[config.mk]
export PLATFORM = sky130hd
export DESIGN_NAME = nanorv32_trace_fmt
export DESIGN_NICKNAME = d
export VERILOG_FILES = /design/src/rtl/nanorv32_trace_pkg.sv /design/src/rtl/nanorv32_trace_lut.sv /design/src/rtl/nanorv32_trace_fmt.sv
export SDC_FILE = /design/constraint.sdc
export NUM_CORES = 1
export LEC_CHECK = 0
export ABC_AREA = 0
export CORE_MARGIN = 2
export CORE_UTILIZATION = 60
export CTS_CLUSTER_SIZE = 8
export DETAILED_ROUTE_END_ITERATION = 8
export PLACE_DENSITY = 0.76
export SKIP_CTS_REPAIR_TIMING = 1
export SLEW_MARGIN = 20
export SYNTH_ARGS = -nofsm -noshare
export SYNTH_HDL_FRONTEND = slang
export SYNTH_SLANG_ARGS = --single-unit
export TNS_END_PERCENT = 5
[constraint.sdc]
create_clock -name clk -period 11.9 [get_ports clk]
set_input_delay 2.38 -clock clk [delete_from_list [all_inputs] [get_ports clk]]
set_output_delay 2.38 -clock clk [all_outputs]
set_load 0.02 [all_outputs]
[src/rtl/nanorv32_trace_pkg.sv]
// Shared definitions for the retire trace formatter: FSM states, ASCII constants,
// RV32I mnemonic decode and ABI register naming.
package nanorv32_trace_pkg;

    typedef enum logic {
        ST_IDLE,
        ST_EMIT
    } trace_state_t;

    localparam logic [7:0]  CH_SPACE = 8'h20;
    localparam logic [7:0]  CH_NL    = 8'h0a;
    localparam logic [47:0] MN_UNDEF = "UNDEF ";

    // Match patterns follow the core decoder so trace and execution agree on unknown encodings.
    function automatic logic [47:0] decode_mnem(input logic [31:0] instr);
        logic [47:0] m;
        m = MN_UNDEF;
        casez (instr)
            32'b???????_?????_?????_???_?????_0110111: m = "LUI   ";
            32'b???????_?????_?????_???_?????_0010111: m = "AUIPC ";
            32'b???????_?????_?????_???_?????_1101111: m = "JAL   ";
            32'b???????_?????_?????_000_?????_1100111: m = "JALR  ";
            32'b???????_?????_?????_000_?????_1100011: m = "BEQ   ";
            32'b???????_?????_?????_001_?????_1100011: m = "BNE   ";
            32'b???????_?????_?????_100_?????_1100011: m = "BLT   ";
            32'b???????_?????_?????_101_?????_1100011: m = "BGE   ";
            32'b???????_?????_?????_110_?????_1100011: m = "BLTU  ";
            32'b???????_?????_?????_111_?????_1100011: m = "BGEU  ";
            32'b???????_?????_?????_000_?????_0000011: m = "LB    ";
            32'b???????_?????_?????_001_?????_0000011: m = "LH    ";
            32'b???????_?????_?????_010_?????_0000011: m = "LW    ";
            32'b???????_?????_?????_100_?????_0000011: m = "LBU   ";
            32'b???????_?????_?????_101_?????_0000011: m = "LHU   ";
            32'b???????_?????_?????_000_?????_0100011: m = "SB    ";
            32'b???????_?????_?????_001_?????_0100011: m = "SH    ";
            32'b???????_?????_?????_010_?????_0100011: m = "SW    ";
            32'b???????_?????_?????_000_?????_0010011: m = "ADDI  ";
            32'b???????_?????_?????_010_?????_0010011: m = "SLTI  ";
            32'b???????_?????_?????_011_?????_0010011: m = "SLTIU ";
            32'b???????_?????_?????_100_?????_0010011: m = "XORI  ";
            32'b???????_?????_?????_110_?????_0010011: m = "ORI   ";
            32'b???????_?????_?????_111_?????_0010011: m = "ANDI  ";
            32'b0000000_?????_?????_001_?????_0010011: m = "SLLI  ";
            32'b0000000_?????_?????_101_?????_0010011: m = "SRLI  ";
            32'b0100000_?????_?????_101_?????_0010011: m = "SRAI  ";
            32'b0000000_?????_?????_000_?????_0110011: m = "ADD   ";
            32'b0100000_?????_?????_000_?????_0110011: m = "SUB   ";
            32'b0000000_?????_?????_001_?????_0110011: m = "SLL   ";
            32'b0000000_?????_?????_010_?????_0110011: m = "SLT   ";
            32'b0000000_?????_?????_011_?????_0110011: m = "SLTU  ";
            32'b0000000_?????_?????_100_?????_0110011: m = "XOR   ";
            32'b0000000_?????_?????_101_?????_0110011: m = "SRL   ";
            32'b0100000_?????_?????_101_?????_0110011: m = "SRA   ";
            32'b0000000_?????_?????_110_?????_0110011: m = "OR    ";
            32'b0000000_?????_?????_111_?????_0110011: m = "AND   ";
            32'b???????_?????_?????_000_?????_0001111: m = "FENCE ";
            32'b0000000_00000_00000_000_00000_1110011: m = "ECALL ";
            32'b0000000_00001_00000_000_00000_1110011: m = "EBREAK";
            default:                                   m = MN_UNDEF;
        endcase
        return m;
    endfunction

    function automatic logic [31:0] reg_name(input logic [4:0] r);
        logic [31:0] n;
        n = "zero";
        case (r)
            5'd0:  n = "zero";
            5'd1:  n = "ra  ";
            5'd2:  n = "sp  ";
            5'd3:  n = "gp  ";
            5'd4:  n = "tp  ";
            5'd5:  n = "t0  ";
            5'd6:  n = "t1  ";
            5'd7:  n = "t2  ";
            5'd8:  n = "s0  ";
            5'd9:  n = "s1  ";
            5'd10: n = "a0  ";
            5'd11: n = "a1  ";
            5'd12: n = "a2  ";
            5'd13: n = "a3  ";
            5'd14: n = "a4  ";
            5'd15: n = "a5  ";
            5'd16: n = "a6  ";
            5'd17: n = "a7  ";
            5'd18: n = "s2  ";
            5'd19: n = "s3  ";
            5'd20: n = "s4  ";
            5'd21: n = "s5  ";
            5'd22: n = "s6  ";
            5'd23: n = "s7  ";
            5'd24: n = "s8  ";
            5'd25: n = "s9  ";
            5'd26: n = "s10 ";
            5'd27: n = "s11 ";
            5'd28: n = "t3  ";
            5'd29: n = "t4  ";
            5'd30: n = "t5  ";
            5'd31: n = "t6  ";
            default: n = "zero";
        endcase
        return n;
    endfunction

    function automatic logic [7:0] hex_char(input logic [3:0] n);
        return (n < 4'd10) ? (8'h30 + {4'h0, n}) : (8'h57 + {4'h0, n});
    endfunction

endpackage

[src/rtl/nanorv32_trace_lut.sv]
// Combinational lookup from an instruction word to its padded mnemonic and
// the ABI names of the raw rd/rs1/rs2 fields.
module nanorv32_trace_lut
    import nanorv32_trace_pkg::*;
(
    input  logic [31:0] instr,
    output logic [47:0] mnem,
    output logic [31:0] rd_name,
    output logic [31:0] rs1_name,
    output logic [31:0] rs2_name
);

    // Register fields are named even for formats that do not use them.
    assign mnem     = decode_mnem(instr);
    assign rd_name  = reg_name(instr[11:7]);
    assign rs1_name = reg_name(instr[19:15]);
    assign rs2_name = reg_name(instr[24:20]);

endmodule

[src/rtl/nanorv32_trace_fmt.sv]
// Retire trace formatter: buffers retired {pc, instr} pairs and streams one ASCII
// line per instruction over a valid/ready byte interface.
module nanorv32_trace_fmt
    import nanorv32_trace_pkg::*;
#(
    parameter int DEPTH     = 4,
    parameter int ADDR_W    = 32,
    parameter int SHOW_REGS = 1,
    parameter int DROP_W    = 16
) (
    input  logic              clk,
    input  logic              rst_n,
    input  logic              trace_en,
    input  logic              retire_valid,
    input  logic [ADDR_W-1:0] retire_pc,
    input  logic [31:0]       retire_instr,
    output logic [7:0]        tx_data,
    output logic              tx_valid,
    input  logic              tx_ready,
    output logic [DROP_W-1:0] drop_cnt,
    output logic              busy
);

    localparam int PTR_W      = $clog2(DEPTH);
    localparam int HEX_DIGITS = ADDR_W / 4;
    localparam int LINE_LEN   = HEX_DIGITS + 8 + ((SHOW_REGS != 0) ? 15 : 0);
    localparam int CHAR_W     = $clog2(LINE_LEN);
    localparam logic [CHAR_W-1:0] LAST_IDX = CHAR_W'(LINE_LEN - 1);

    logic [ADDR_W-1:0] fifo_pc    [DEPTH];
    logic [31:0]       fifo_instr [DEPTH];
    logic [PTR_W:0]    wr_ptr;
    logic [PTR_W:0]    rd_ptr;
    logic              fifo_empty;
    logic              fifo_full;
    logic              push_req;
    logic              push;
    logic              pop;
    logic              drop;

    trace_state_t      state;
    trace_state_t      state_next;
    logic [CHAR_W-1:0] char_idx;
    logic [ADDR_W-1:0] line_pc;
    logic [31:0]       line_instr;
    logic [7:0]        line_char;

    logic [47:0]       mnem;
    logic [31:0]       rd_name;
    logic [31:0]       rs1_name;
    logic [31:0]       rs2_name;

    int                pos;
    int                rel;
    int                fld;
    int                fpos;
    logic [31:0]       fld_name;

    // The extra pointer MSB separates full from empty when the indices coincide.
    assign fifo_empty = (wr_ptr == rd_ptr);
    assign fifo_full  = (wr_ptr[PTR_W] != rd_ptr[PTR_W]) &&
                        (wr_ptr[PTR_W-1:0] == rd_ptr[PTR_W-1:0]);
    assign push_req   = retire_valid & trace_en;
    assign push       = push_req & (~fifo_full | pop);
    assign drop       = push_req & fifo_full & ~pop;
    assign busy       = ~fifo_empty | (state == ST_EMIT);

    always_ff @(posedge clk) begin
        if (push) begin
            fifo_pc[wr_ptr[PTR_W-1:0]]    <= retire_pc;
            fifo_instr[wr_ptr[PTR_W-1:0]] <= retire_instr;
        end
    end

    always_ff @(posedge clk or negedge rst_n) begin
        if (!rst_n) begin
            state <= ST_IDLE;
        end else begin
            state <= state_next;
        end
    end

    always_comb begin
        state_next = state;
        pop        = 1'b0;
        tx_valid   = 1'b0;
        case (state)
            ST_IDLE: begin
                if (!fifo_empty) begin
                    pop        = 1'b1;
                    state_next = ST_EMIT;
                end
            end
            ST_EMIT: begin
                tx_valid = 1'b1;
                if (tx_ready && (char_idx == LAST_IDX)) begin
                    state_next = ST_IDLE;
                end
            end
            default: state_next = ST_IDLE;
        endcase
    end

    always_ff @(posedge clk or negedge rst_n) begin
        if (!rst_n) begin
            wr_ptr     <= '0;
            rd_ptr     <= '0;
            drop_cnt   <= '0;
            char_idx   <= '0;
            line_pc    <= '0;
            line_instr <= '0;
        end else begin
            if (push) begin
                wr_ptr <= wr_ptr + (PTR_W+1)'(1);
            end
            if (pop) begin
                rd_ptr     <= rd_ptr + (PTR_W+1)'(1);
                line_pc    <= fifo_pc[rd_ptr[PTR_W-1:0]];
                line_instr <= fifo_instr[rd_ptr[PTR_W-1:0]];
                char_idx   <= '0;
            end else if (tx_valid && tx_ready && (char_idx != LAST_IDX)) begin
                char_idx <= char_idx + CHAR_W'(1);
            end
            if (drop && (drop_cnt != {DROP_W{1'b1}})) begin
                drop_cnt <= drop_cnt + DROP_W'(1);
            end
        end
    end

    nanorv32_trace_lut u_lut (
        .instr    (line_instr),
        .mnem     (mnem),
        .rd_name  (rd_name),
        .rs1_name (rs1_name),
        .rs2_name (rs2_name)
    );

    // Register section is three 5-char slots: a separator space followed by a 4-char name.
    always_comb begin
        pos       = 32'(char_idx);
        rel       = 0;
        fld       = 0;
        fpos      = 0;
        fld_name  = rd_name;
        line_char = CH_NL;
        if (pos == LINE_LEN - 1) begin
            line_char = CH_NL;
        end else if (pos < HEX_DIGITS) begin
            line_char = hex_char(4'(line_pc >> (4 * (HEX_DIGITS - 1 - pos))));
        end else if (pos == HEX_DIGITS) begin
            line_char = CH_SPACE;
        end else if (pos <= HEX_DIGITS + 6) begin
            line_char = 8'(mnem >> (8 * (HEX_DIGITS + 6 - pos)));
        end else if (SHOW_REGS != 0) begin
            rel  = pos - (HEX_DIGITS + 7);
            fld  = rel / 5;
            fpos = rel % 5;
            if (fld == 1) begin
                fld_name = rs1_name;
            end else if (fld == 2) begin
                fld_name = rs2_name;
            end
            if (fpos == 0) begin
                line_char = CH_SPACE;
            end else begin
                line_char = 8'(fld_name >> (8 * (4 - fpos)));
            end
        end
    end

    assign tx_data = (state == ST_EMIT) ? line_char : 8'h00;

endmodule

# Word level (Yosys, flattened, before mapping)
# Memories as Yosys holds them, arrays and structs flattened. A register that Yosys moved wholly into a read port is not among the register bits.
# Index checks and enable logic that the tools add are counted.
# totals
regBits	28
ram_bits	256
mem_bits_ro	1920
out_inout_bits	26
word_cells	120
memories	5
# op_classes
add_sub_neg	10
div	2
magnitude_cmp	3
eq_ne	50
shift	3
muxes	23
bitwise_logic	10
n_reduce_logical	9
# mem_list
memory	depth	width	rd	rd_clocked_by_memory_dff	wr	line	source
(name not given)	32	20	1	0	0	nanorv32_trace_pkg.sv:67	case (r)
(name not given)	32	20	1	0	0	nanorv32_trace_pkg.sv:67	
(name not given)	32	20	1	0	0	nanorv32_trace_pkg.sv:67	
fifo_instr	4	32	1	1	1	nanorv32_trace_fmt.sv:31	logic [31:0] fifo_instr [DEPTH];
fifo_pc	4	32	1	1	1	nanorv32_trace_fmt.sv:30	logic [ADDR_W-1:0] fifo_pc [DEPTH];
# ops
operator	n
$pmux W45 S40	1
$mux W32	6
$eq A10 B10 Y1 const B	9
$eq A17 B10 Y1 const B	5
$mux W8	7
$eq A17 B16 Y1 const B	3
$shr A48 B32 Y8	1
$eq A10 B9 Y1 const B	4
$eq A17 B8 Y1 const B	2
$eq A17 B9 Y1 const B	2
$div A32 B4 Y32 const B	1
$eq A32 B2 Y1 const B	1
$eq A32 B21 Y1 const B	1
$eq A32 B3 Y1 const B	1
$eq A32 B7 Y1 const B	1
$logic_not A32 Y1	1
$mod A32 B4 Y32 const B	1
$shr A32 B32 Y4	1
$shr A32 B32 Y8	1
$eq A10 B8 Y1 const B	3
$sub A4 B29 Y29 const A	1
$eq A10 B7 Y1 const B	2
$eq A17 B6 Y1 const B	1
$add A16 B1 Y16 const B	1
other kinds (33)	53

# Logic depth before layout (Yosys ltp)
# Gate-level depths: netlist of run 1.
# logic_depth
depth_word	16
depth_mapped	30

# Cells and area by module
# A second synthesis of run 1 with hierarchy kept.
# hier_totals
cells_unflattened	1405
area_unflattened_um2	18625.4
# by_module_without_submodules
mod	n_inst	cells_per_inst	area_per_inst_um2
nanorv32_trace_fmt	1	948	15930.3
nanorv32_trace_lut	1	457	2695.1

# Least setup slack after synthesis of run 1
# No wires, ideal clock.
# synth_timing
path_kind	register to output
startpoint	register char_idx[0]
endpoint	output tx_data[0]
t_arrival_ns	7.493
slack_ns	2.027
stages_incl_launch_ff	29
cell_sequence	dfrtp_1 -> buf_4 -> buf_1 -> clkinv_1 -> ha_1 -> buf_6 -> nand2b_1 -> o21ai_4 -> xor2_1 -> a21oi_1 -> ha_1 -> nor3b_4 -> o31a_1 -> buf_4 -> xnor2_1 -> ha_1 -> a22oi_4 -> nor2_1 -> xnor2_1 -> clkbuf_1 -> clkbuf_1 -> ha_1 -> inv_1 -> a211oi_1 -> nand4_1 -> a211oi_1 -> nor3b_2 -> a22oi_2 -> o41ai_1
# synth_via
elab_chain_len	16
# synth_rtl
element	line	source
from (decl)	nanorv32_trace_fmt.sv:43	logic [CHAR_W-1:0] char_idx;
from (signal assigned)	nanorv32_trace_fmt.sv:122	char_idx <= char_idx + CHAR_W'(1);
$sub A5 B4 Y6	nanorv32_trace_fmt.sv:155	rel = pos - (HEX_DIGITS + 7);
$div A32 B4 Y32	nanorv32_trace_fmt.sv:156	fld = rel / 5;
$eq A32 B3 Y1	nanorv32_trace_fmt.sv:160	end else if (fld == 2) begin
$mux W32	nanorv32_trace_fmt.sv:160	
$mux W32	nanorv32_trace_fmt.sv:158	if (fld == 1) begin
$mux W32	nanorv32_trace_fmt.sv:152	end else if (pos <= HEX_DIGITS + 6) begin
$mux W32	nanorv32_trace_fmt.sv:150	end else if (pos == HEX_DIGITS) begin
$mux W32	nanorv32_trace_fmt.sv:148	end else if (pos < HEX_DIGITS) begin
$mux W32	nanorv32_trace_fmt.sv:146	if (pos == LINE_LEN - 1) begin
$shr A32 B32 Y8	nanorv32_trace_fmt.sv:166	line_char = 8'(fld_name >> (8 * (4 - fpos)));
$mux W8	nanorv32_trace_fmt.sv:163	if (fpos == 0) begin
$mux W8	nanorv32_trace_fmt.sv:152	
$mux W8	nanorv32_trace_fmt.sv:150	
$mux W8	nanorv32_trace_fmt.sv:148	
$mux W8 (*)	nanorv32_trace_fmt.sv:146	
$mux W8 (*)	nanorv32_trace_fmt.sv:171	assign tx_data = (state == ST_EMIT) ? line_char : 8'h00;
to (decl)	nanorv32_trace_fmt.sv:17	output logic [7:0] tx_data,
# Mark *: on every way between the ends. The rest lies on a longest branch, timed or not. The select of a mux whose other input is x is not followed.

# Final worst setup path of run 1
# layout_timing
startpoint	register char_idx[1]
endpoint	output tx_data[4]
# Same word-level chain as after synthesis.

==> reports/metrics.yaml, run 1 <==
criticalPathCategory: "flip-flop to output pin"
tritoncts_clock_tree: "built"
netlist.top_cell.by_area: "edfxtp_1"
synth_top_area_share_pct: 43.3
fin_crit_ns: 11.10
finalHoldViolCount: 0
chipWidth_um: 176
timing.hold.worst.start: "rd_ptr[2]"
whs_path_depth: 1
postSynthAreaPerCell_um2: 13.0
multi_input_area_um2: 7300
clk_path_buf_depth: 3
setup.reg_to_reg.worst_slack_ns: 8.49
core-area_um2: 28900
portion_of_the_clock_cycle_consumed_by_the_worst_path_in_the_final_layout_pct: 93.3
number_of_maximum_capacitance_violations: 0
seq_area_frac_synth_pct: 56.2
grt_first_pass_wirelength_um: 66100
clock-sinks: 348
mappedNetlistNets: 1462
die_area_um2: 31000
worst_r2r_endpoint: "fifo_instr[1][30]"
power_uw: 6440
grt_overflow_total: 0
route.detailed.wl_per_inst_um: 22.4
layout.cells.most_common: "edfxtp_1"
clock_tree.root_cell: "clkbuf_16"
firstDrtPassIters: 5
worst_ir_drop_vdd_uv: 263
nets: 1536
first_global_vias: 11700
main_area_contributors_after_synthesis: "edfxtp_1 (43%), dfrtp_1 (13%), mux4_2 (9.6%), mux2_2 (3.4%), nand2_1 (2.4%)"
count_of_state_elements_after_synthesis: 348
layout.filler_cells: 1956
floorplan.io_pins: 95
setup_viol: 0
clock.fmax_mhz: 90.1
end_of_the_worst_hold_path: "rd_ptr[2]"
timing_max_transition_violations_final: 0
rsz0062_at_grt: "no"
run_status: "finished clean"
drt.antenna.violating_nets: 0
timing.critical_path.from_type: "flip-flop"
hold_path_class: "flip-flop to flip-flop"
worst_slew_margin_rel_pct: 29.6
synth_area_um2: 17800
async_flop_share_pct: 26.4
finClkSkew_ns: 0.0474
detailedRoute.firstIterationViolations: 894
routed_via_density: 6.35
pwr_density_cell_nw_per_um2: 316
final_layout_size_suffix_gt1_share_pct: 16.3
grt.total_usage_pct: 27.3
power_leakage_uw: 0.00714
worst_ep_required_time_ns: 9.52
clk_latency_ns: 0.57
layout.cells.most_common_list: "edfxtp_1 (256), nand2_1 (112), clkdlybuf4s50_1 (92), dfrtp_1 (89)"
fp.dieH_um: 176
drt-total-wl_um: 41600
grt_start_max_net_pins: 79
sequential_cell_area_um2: 10000
origin_of_the_worst_setup_path: "char_idx[1]"
route.vias.total: 11800
worst_ep_arrival_time_ns: 8.72
dp.final_hpwl_um: 27300
cts_inserted_buffers: 49
remaining_drc_errors: 0
clk_pin_slew_ns: 0.06
rr_worst_depth: 5
ys.warnings.count: 0
num_antenna_cells: 0
sum_neg_setup_slack_ns: 0
yosys.cell_types.count: 100
floorplan.initialDensity_pct: 61.4
crit_path_end_kind: "output pin"
synth_cells: 1362
syn2layout_area_growth_pct: 14.9
numPortBuffers: 93
largest_fanout_on_the_critical_path: 22
antenna_violations_before_repair: 1
gp_congestion: 0.952
r2r-start: "rd_ptr[0]"
rows: 62
htree_num_levels: 2
worstMarginPinSlew_ns: 1.06
synth_edf_count: 256
ys.flop_type: "edfxtp_1"
layout make-up:
type / count / area share (%)
Sequential cell: 348 / 49.0
Clock buffer: 87 / 6.76
Tap cell: 384 / 2.35
Clock inverter: 4 / 0.460
Inverter: 37 / 0.680
Timing Repair Buffer: 105 / 4.99
Multi-Input combinational cell: 895 / 35.8
through the flow:
stage               utilization (%)  hold WS, ns  setup WS, ns  area, um2  instances
finish                         70.5        0.487         0.796      20400       1860
detailed placement             65.4        0.478          1.23      18900       1769
global route                   70.5        0.501        0.0328      20400       1860
CTS                            70.5        0.493         0.669      20400       1860
global placement               65.4        0.476          1.54      18900       1769
floorplan                         -        0.460          2.03      17800       1362
cell families (layout without fill, tap and decap cells):
| group | Yosys count | count (layout) | share of synthesized area (%) |
|---|---|---|---|
| AND/OR/NAND/NOR | 399 | 399 | 11.6 |
| flip-flops | 348 | 348 | 56.2 |
| XOR/XNOR | 42 | 42 | 2.41 |
| other | 1 | 1 | 0.0211 |
| buffers and inverters | 119 | 233 | 2.92 |
| AO/OA/AOI/OAI | 283 | 283 | 11.0 |
| adder cells (fa/ha/maj) | 31 | 31 | 2.18 |
| multiplexers | 139 | 139 | 13.6 |
where the power goes:
group / switching [uW] / total [uW] / internal [uW]
sequential: 209 / 1700 / 1490
clock: 500 / 1280 / 783
combinational: 2020 / 3460 / 1430
total: 2730 / 6440 / 3710
cells in the mapped netlist, types with 8 or more instances:
master    number
a211oi_1      16
a21o_1         9
a21oi_1       60
a31oi_1       11
and2_1        18
and3_1         9
buf_1         10
clkbuf_1      54
dfrtp_1       92
edfxtp_1     256
ha_1          31
inv_1         36
mux2_2        54
mux2i_1        9
mux4_2        76
nand2_1      112
nand2b_1      18
nand3_1       29
nand4_1       18
nor2_1        76
nor2b_1       16
nor3_1        30
nor4_1        18
o211ai_1      16
o21ai_0       68
o41ai_1       10
or2_2          8
or3_1          9
xnor2_1       21
xor2_1        16
routing by layer:
metal | GRT usage (%) | up-vias | part of all wire [%]
met4 | 6.71 | 2 | 2.0
met1 | 40.6 | 5895 | 46
li1 | - | 5458 | -
met3 | 3.96 | 71 | 5.1
met5 | 0 | - | 0.029
met2 | 43.1 | 388 | 47
critical path: stages, from the launching register on:
cell and delay (ns):
dfrtp_1 0.89, ha_1 0.68, xor2_2 0.48, o21ai_4 0.13, xor2_1 0.28, a21oi_1 0.13, ha_1 0.27, nor3b_4 0.37
o31a_1 0.42, xnor2_1 0.23, ha_1 0.43, a22oi_4 0.12, nor2_1 0.50, xnor2_4 0.33, ha_1 0.30, inv_1 0.05
a211oi_1 0.44, nand4_1 0.19, a211oi_1 0.31, nor3b_2 0.31, a22oi_2 0.17, o41ai_1 0.45, clkdlybuf4s50_1 0.67
worst max path at each step:
stage / to / slack [ns]
finish: tx_data[4] / 0.80
CTS: tx_data[4] / 0.67
floorplan: tx_data[0] / 2.03
global route: tx_data[4] / 0.03
detailed placement: tx_data[4] / 1.23
global placement: tx_data[2] / 1.54
state kept, by name, summed over array words and instances (netlist names):
name	flops
rd_ptr	3
fifo_pc	128
state	1
line_instr	32
fifo_instr	128
line_pc	32
char_idx	5
wr_ptr	3
drop_cnt	16
Power figures use the tool's default switching activity.
==> inputs of run 2 (changes only) <==
- SKIP_LAST_GASP: not set -> 1
==> reports/metrics.yaml, run 2 (synthesis results as in run 1) <==
num_antenna_cells: 0  # unchanged
route.vias.total: 11900  # was 11800
gp_congestion: 0.952  # unchanged
drt.antenna.violating_nets: 0  # unchanged
grt_start_max_net_pins: 79  # unchanged
layout.cells.most_common_list: "edfxtp_1 (256), nand2_1 (112), clkdlybuf4s50_1 (92), dfrtp_1 (89)"  # unchanged
layout.cells.most_common: "edfxtp_1"  # unchanged
syn2layout_area_growth_pct: 14.9  # about the same
clock.fmax_mhz: 88.7  # was 90.1 MHz
hold-worst-slack_ns: 0.487  # unchanged
clk_pin_slew_ns: 0.06  # about the same
criticalPathCategory: "flip-flop to output pin"  # unchanged
final_cells: 1860  # unchanged
finClkSkew_ns: 0.0475  # was 0.0474 ns
core-area_um2: 28900  # unchanged
timing_max_transition_violations_final: 0  # unchanged
die_area_um2: 31000  # unchanged
power_uw: 6440  # about the same
power_leakage_uw: 0.00714  # about the same
tritoncts_clock_tree: "built"  # unchanged
grt.total_usage_pct: 27.3  # unchanged
timing.critical_path.from_type: "flip-flop"  # unchanged
worst_ir_drop_vdd_uv: 264  # was 263 uV
dp.final_hpwl_um: 27300  # unchanged
fin_crit_ns: 11.28  # was 11.10 ns
postLayoutSetupSlackWorst_ns: 0.620  # was 0.796 ns
htree_num_levels: 2  # unchanged
fp.dieH_um: 176  # unchanged
hold_path_class: "flip-flop to flip-flop"  # unchanged
route.met2.wl_um: 19700  # was 19600 um
grt_first_pass_wirelength_um: 66100  # unchanged
largest_fanout_on_the_critical_path: 20  # was 22
chipWidth_um: 176  # unchanged
cts_inserted_buffers: 49  # unchanged
rsz0062_at_grt: "yes"  # was no
dpl_worst_slack_ns: 1.23  # unchanged
numPortBuffers: 93  # unchanged
detailedRoute.firstIterationViolations: 901  # was 894
nets: 1536  # unchanged
met3RoutedLength_um: 2080  # was 2130 um
grt_overflow_total: 0  # unchanged
clock_tree.root_cell: "clkbuf_16"  # unchanged
number_of_maximum_capacitance_violations: 0  # unchanged
worst_ep_arrival_time_ns: 8.90  # was 8.72 ns
finalHoldViolCount: 0  # unchanged
final_design_area_no_fill_um2: 20400  # about the same
worst_ep_required_time_ns: 9.52  # about the same
placed_cells: 1769  # unchanged
drt-total-wl_um: 41700  # was 41600 um
setup_viol: 0  # unchanged
portion_of_the_clock_cycle_consumed_by_the_worst_path_in_the_final_layout_pct: 94.8  # was 93.3%
clock-sinks: 348  # unchanged
pwr_density_cell_nw_per_um2: 315  # was 316 nW/um2
route.detailed.wl_per_inst_um: 22.4  # about the same
first_global_vias: 11700  # unchanged
clk_latency_ns: 0.57  # about the same
highest_layer: "met5"  # unchanged
clk_path_buf_depth: 3  # unchanged
dpl-instance-area_um2: 18900  # unchanged
routed_via_density: 6.37  # was 6.35
met1Wirelength_um: 19100  # was 19000 um
run_status: "finished clean"  # unchanged
firstDrtPassIters: 5  # unchanged
antenna_violations_before_repair: 1  # unchanged
worstMarginPinSlew_ns: 1.06  # about the same
remaining_drc_errors: 0  # unchanged
rows: 62  # unchanged
floorplan.initialDensity_pct: 61.4  # unchanged
final_layout_size_suffix_gt1_share_pct: 16.3  # unchanged
floorplan.io_pins: 95  # unchanged
worst_slew_margin_rel_pct: 29.4  # was 29.6%
crit_path_end_kind: "output pin"  # unchanged
[run 2: changes by cell type in the layout (fill, tap and decap cells not counted)]
cell,change
nor3_4,-1
nor3_2,+1
[run 2: cell type report]
| class | count | area (um2) |
|---|---|---|
| Sequential cell | 348 | 10000 |
| Inverter | 37 | 139 |
| Tap cell | 384 | 480 |
| Clock buffer | 87 | 1380 |
| Timing Repair Buffer | 105 | 1020 |
| Multi-Input combinational cell | 895 | 7300 |
| Clock inverter | 4 | 93.8 |
| Fill cell | 1955 | 8530 |
[run 2: critical path, stage by stage, from the launching register on]
cell             delay [ns]
dfrtp_1                0.90
ha_1                   0.69
xor2_2                 0.47
o21ai_4                0.13
xor2_1                 0.28
a21oi_1                0.14
ha_1                   0.27
nor3b_4                0.37
o31a_1                 0.43
xnor2_1                0.23
ha_1                   0.43
a22oi_4                0.11
nor2_1                 0.50
ha_1                   0.25
nand3_1                0.07
o22a_1                 0.20
nor3_2                 0.71
nand3_1                0.14
o21ai_1                0.16
a211o_1                0.19
o21ai_0                0.12
or4b_1                 0.51
o41ai_1                0.36
clkdlybuf4s50_1        0.67
[run 2: worst paths after layout]
path / startpoint / endpoint / slack, ns / cells after the start
worst max-delay path: char_idx[1] / tx_data[3] / 0.62 / 23
worst min-delay path: rd_ptr[2] / rd_ptr[2] / 0.49 / 1
worst max register to register: rd_ptr[0] / fifo_instr[1][30] / 8.50 / 5
worst min register to register: rd_ptr[2] / rd_ptr[2] / 0.49 / 1
max in group asynchronous: rst_n / rd_ptr[1] / 8.91 / 2
min in group asynchronous: rst_n / line_pc[19] / 1.80 / 1
[run 2: where the power goes]
group          internal (uW)  switching, uW  leakage [uW]
sequential              1490            210       0.00356
combinational           1430           2020       0.00289
clock                    783            500      0.000691
[run 2: per-stage QoR]
step | setup TNS, ns | util (%)
2_1_floorplan | 0 | -
3_3_place_gp | 0 | 65.4
3_5_place_dp | 0 | 65.4
4_1_cts | 0 | 70.5
5_1_grt | -0.0469 | 70.5
6_report | 0 | 70.5
[run 2: routing by layer]
metal / GRT usage [%] / vias up
met3: 3.96 / 67
met2: 43.1 / 368
met1: 40.6 / 5956
li1: - / 5457
met5: 0 / -
met4: 6.71 / 2
==> inputs of run 3 (changes only) <==
- CTS_CLUSTER_DIAMETER: not set -> 30
- PLACE_DENSITY: 0.76 -> 0.91
==> reports/metrics.yaml, run 3 (synthesis results as in run 1) <==
criticalPathCategory: "flip-flop to output pin"  # unchanged
dp.final_hpwl_um: 27800  # was 27300 um
crit_path_end_kind: "output pin"  # unchanged
portion_of_the_clock_cycle_consumed_by_the_worst_path_in_the_final_layout_pct: 93.9  # was 94.8%
final_design_area_no_fill_um2: 20900  # was 20400 um2
core-area_um2: 28900  # unchanged
clock-sinks: 348  # unchanged
rows: 62  # unchanged
met3RoutedLength_um: 2900  # was 2080 um
numPortBuffers: 93  # unchanged
met1Wirelength_um: 18100  # was 19100 um
grt_start_max_net_pins: 86  # was 79
floorplan.io_pins: 95  # unchanged
share_comb_of_total_power_pct: 51.2  # was 53.6%
grt_first_pass_wirelength_um: 69800  # was 66100 um
pwr_density_cell_nw_per_um2: 326  # was 315 nW/um2
netSwitchingPower_uw: 2830  # was 2730 uW
first_global_vias: 12400  # was 11700
grt_overflow_total: 0  # unchanged
htree_num_levels: 2  # unchanged
antenna_violations_before_repair: 0  # was 1
clk_pin_slew_ns: 0.04  # was 0.06 ns
chipWidth_um: 176  # unchanged
dpl-instance-area_um2: 18900  # about the same
remaining_drc_errors: 0  # unchanged
dpl_worst_slack_ns: 1.38  # was 1.23 ns
clk_path_buf_depth: 3  # unchanged
intPower_uw: 4000  # was 3710 uW
drt.antenna.violating_nets: 0  # unchanged
largest_fanout_on_the_critical_path: 22  # was 20
postLayoutSetupSlackWorst_ns: 0.730  # was 0.620 ns
firstDrtPassIters: 7  # was 5
number_of_maximum_capacitance_violations: 0  # unchanged
finClkSkew_ns: 0.0542  # was 0.0475 ns
worstMarginPinSlew_ns: 1.10  # was 1.06 ns
power_leakage_uw: 0.00742  # was 0.00714 uW
layout.cells.most_common: "edfxtp_1"  # unchanged
sum_neg_setup_slack_ns: 0  # unchanged
final_core_utilization_pct: 72.4  # was 70.5%
floorplan.initialDensity_pct: 61.4  # unchanged
worst_slew_margin_rel_pct: 26.5  # was 29.4%
fin_crit_ns: 11.17  # was 11.28 ns
gp_congestion: 0.921  # was 0.952
layout.cells.most_common_list: "edfxtp_1 (256), nand2_1 (112), clkdlybuf4s50_1 (92), dfrtp_1 (89)"  # unchanged
netSwitchingFraction_pct: 41.4  # was 42.4%
route.detailed.wl_per_inst_um: 23.2  # was 22.4 um
timing.critical_path.from_type: "flip-flop"  # unchanged
worst_ep_required_time_ns: 9.52  # about the same
fp.dieH_um: 176  # unchanged
clock_tree.root_cell: "clkbuf_16"  # unchanged
die_area_um2: 31000  # unchanged
grt.total_usage_pct: 29.1  # was 27.3%
hold_path_class: "flip-flop to flip-flop"  # unchanged
nets: 1550  # was 1536
syn2layout_area_growth_pct: 17.9  # was 14.9%
route.vias.total: 12300  # was 11900
cts_inserted_buffers: 61  # was 49
drt-total-wl_um: 43900  # was 41700 um
power_uw: 6830  # was 6440 uW
pwr-share-seq_pct: 25.0  # was 26.4%
routed_via_density: 6.50  # was 6.37
final_layout_size_suffix_gt1_share_pct: 18.4  # was 16.3%
layout.filler_cells: 1816  # was 1955
worst_ir_drop_vdd_uv: 349  # was 264 uV
setup_viol: 0  # unchanged
route.met2.wl_um: 21600  # was 19700 um
timing_max_transition_violations_final: 0  # unchanged
highest_layer: "met4"  # was met5
detailedRoute.firstIterationViolations: 1142  # was 901
rsz0062_at_grt: "no"  # was yes
clk_latency_ns: 0.59  # was 0.57 ns
worst_ep_arrival_time_ns: 8.79  # was 8.90 ns
tritoncts_clock_tree: "built"  # unchanged
run_status: "finished clean"  # unchanged
finalHoldViolCount: 0  # unchanged
clock.fmax_mhz: 89.5  # was 88.7 MHz
part_of_the_total_power_dissipated_in_the_clock_network_pct: 23.9  # was 20.0%
[run 3: power groups by stage]
stage	clock, uW	sequential, uW	combinational (uW)
final	1630	1700	3490
after global routing	1710	1730	3820
after CTS	1650	1700	3430
after detailed placement	0	1710	3400
after global placement	0	1690	3350
after floorplan	0	1580	2800
[run 3: per-stage QoR]
step / std cells / hold WS (ns)
5_1_grt: 1887 / 0.518
2_1_floorplan: 1362 / 0.460
3_5_place_dp: 1770 / 0.493
4_1_cts: 1886 / 0.497
6_report: 1888 / 0.498
3_3_place_gp: 1770 / 0.475
[run 3: worst paths after layout]
kind,from,end,slack [ns],depth (start not counted)
worst min register to register,wr_ptr[2],wr_ptr[2],0.50,1
min in group asynchronous,rst_n,line_instr[13],1.84,1
worst max-delay path,char_idx[1],tx_data[1],0.73,23
worst min-delay path,wr_ptr[2],wr_ptr[2],0.50,1
worst max register to register,rd_ptr[0],fifo_instr[3][15],8.74,5
max in group asynchronous,rst_n,rd_ptr[1],8.94,2
[run 3: layer usage]
metal | track usage, % | vias to the layer above
met2 | 47.9 | 563
met3 | 4.41 | 94
li1 | - | 5503
met4 | 10.2 | 0
met5 | 0 | -
met1 | 39.9 | 6118
[run 3: final cells by class]
type | instances | area, um2 | share of cell area (%)
Tap cell | 384 | 480 | 2.29
Clock buffer | 98 | 1780 | 8.49
Inverter | 37 | 139 | 0.663
Clock inverter | 18 | 214 | 1.02
Timing Repair Buffer | 107 | 1050 | 5.00
Multi-Input combinational cell | 895 | 7280 | 34.8
Sequential cell | 348 | 10000 | 47.7
Antenna cell | 1 | 2.50 | 0.0120
[run 3: critical path, cell delays in order (launching register included)]
cell and delay (ns):
dfrtp_1 0.92, ha_1 0.68, xor2_2 0.47, o21ai_4 0.13
xor2_1 0.29, a21oi_1 0.13, ha_1 0.27, nor3b_4 0.38
o31a_1 0.40, xnor2_1 0.23, ha_1 0.41, a22oi_4 0.10
nor2_1 0.41, xnor2_2 0.15, buf_4 0.27, ha_1 0.23
inv_1 0.05, a211oi_1 0.48, nand4_1 0.19, a211oi_1 0.33
nor3b_2 0.32, a22oi_2 0.17, o41ai_1 0.50, clkdlybuf4s50_1 0.69
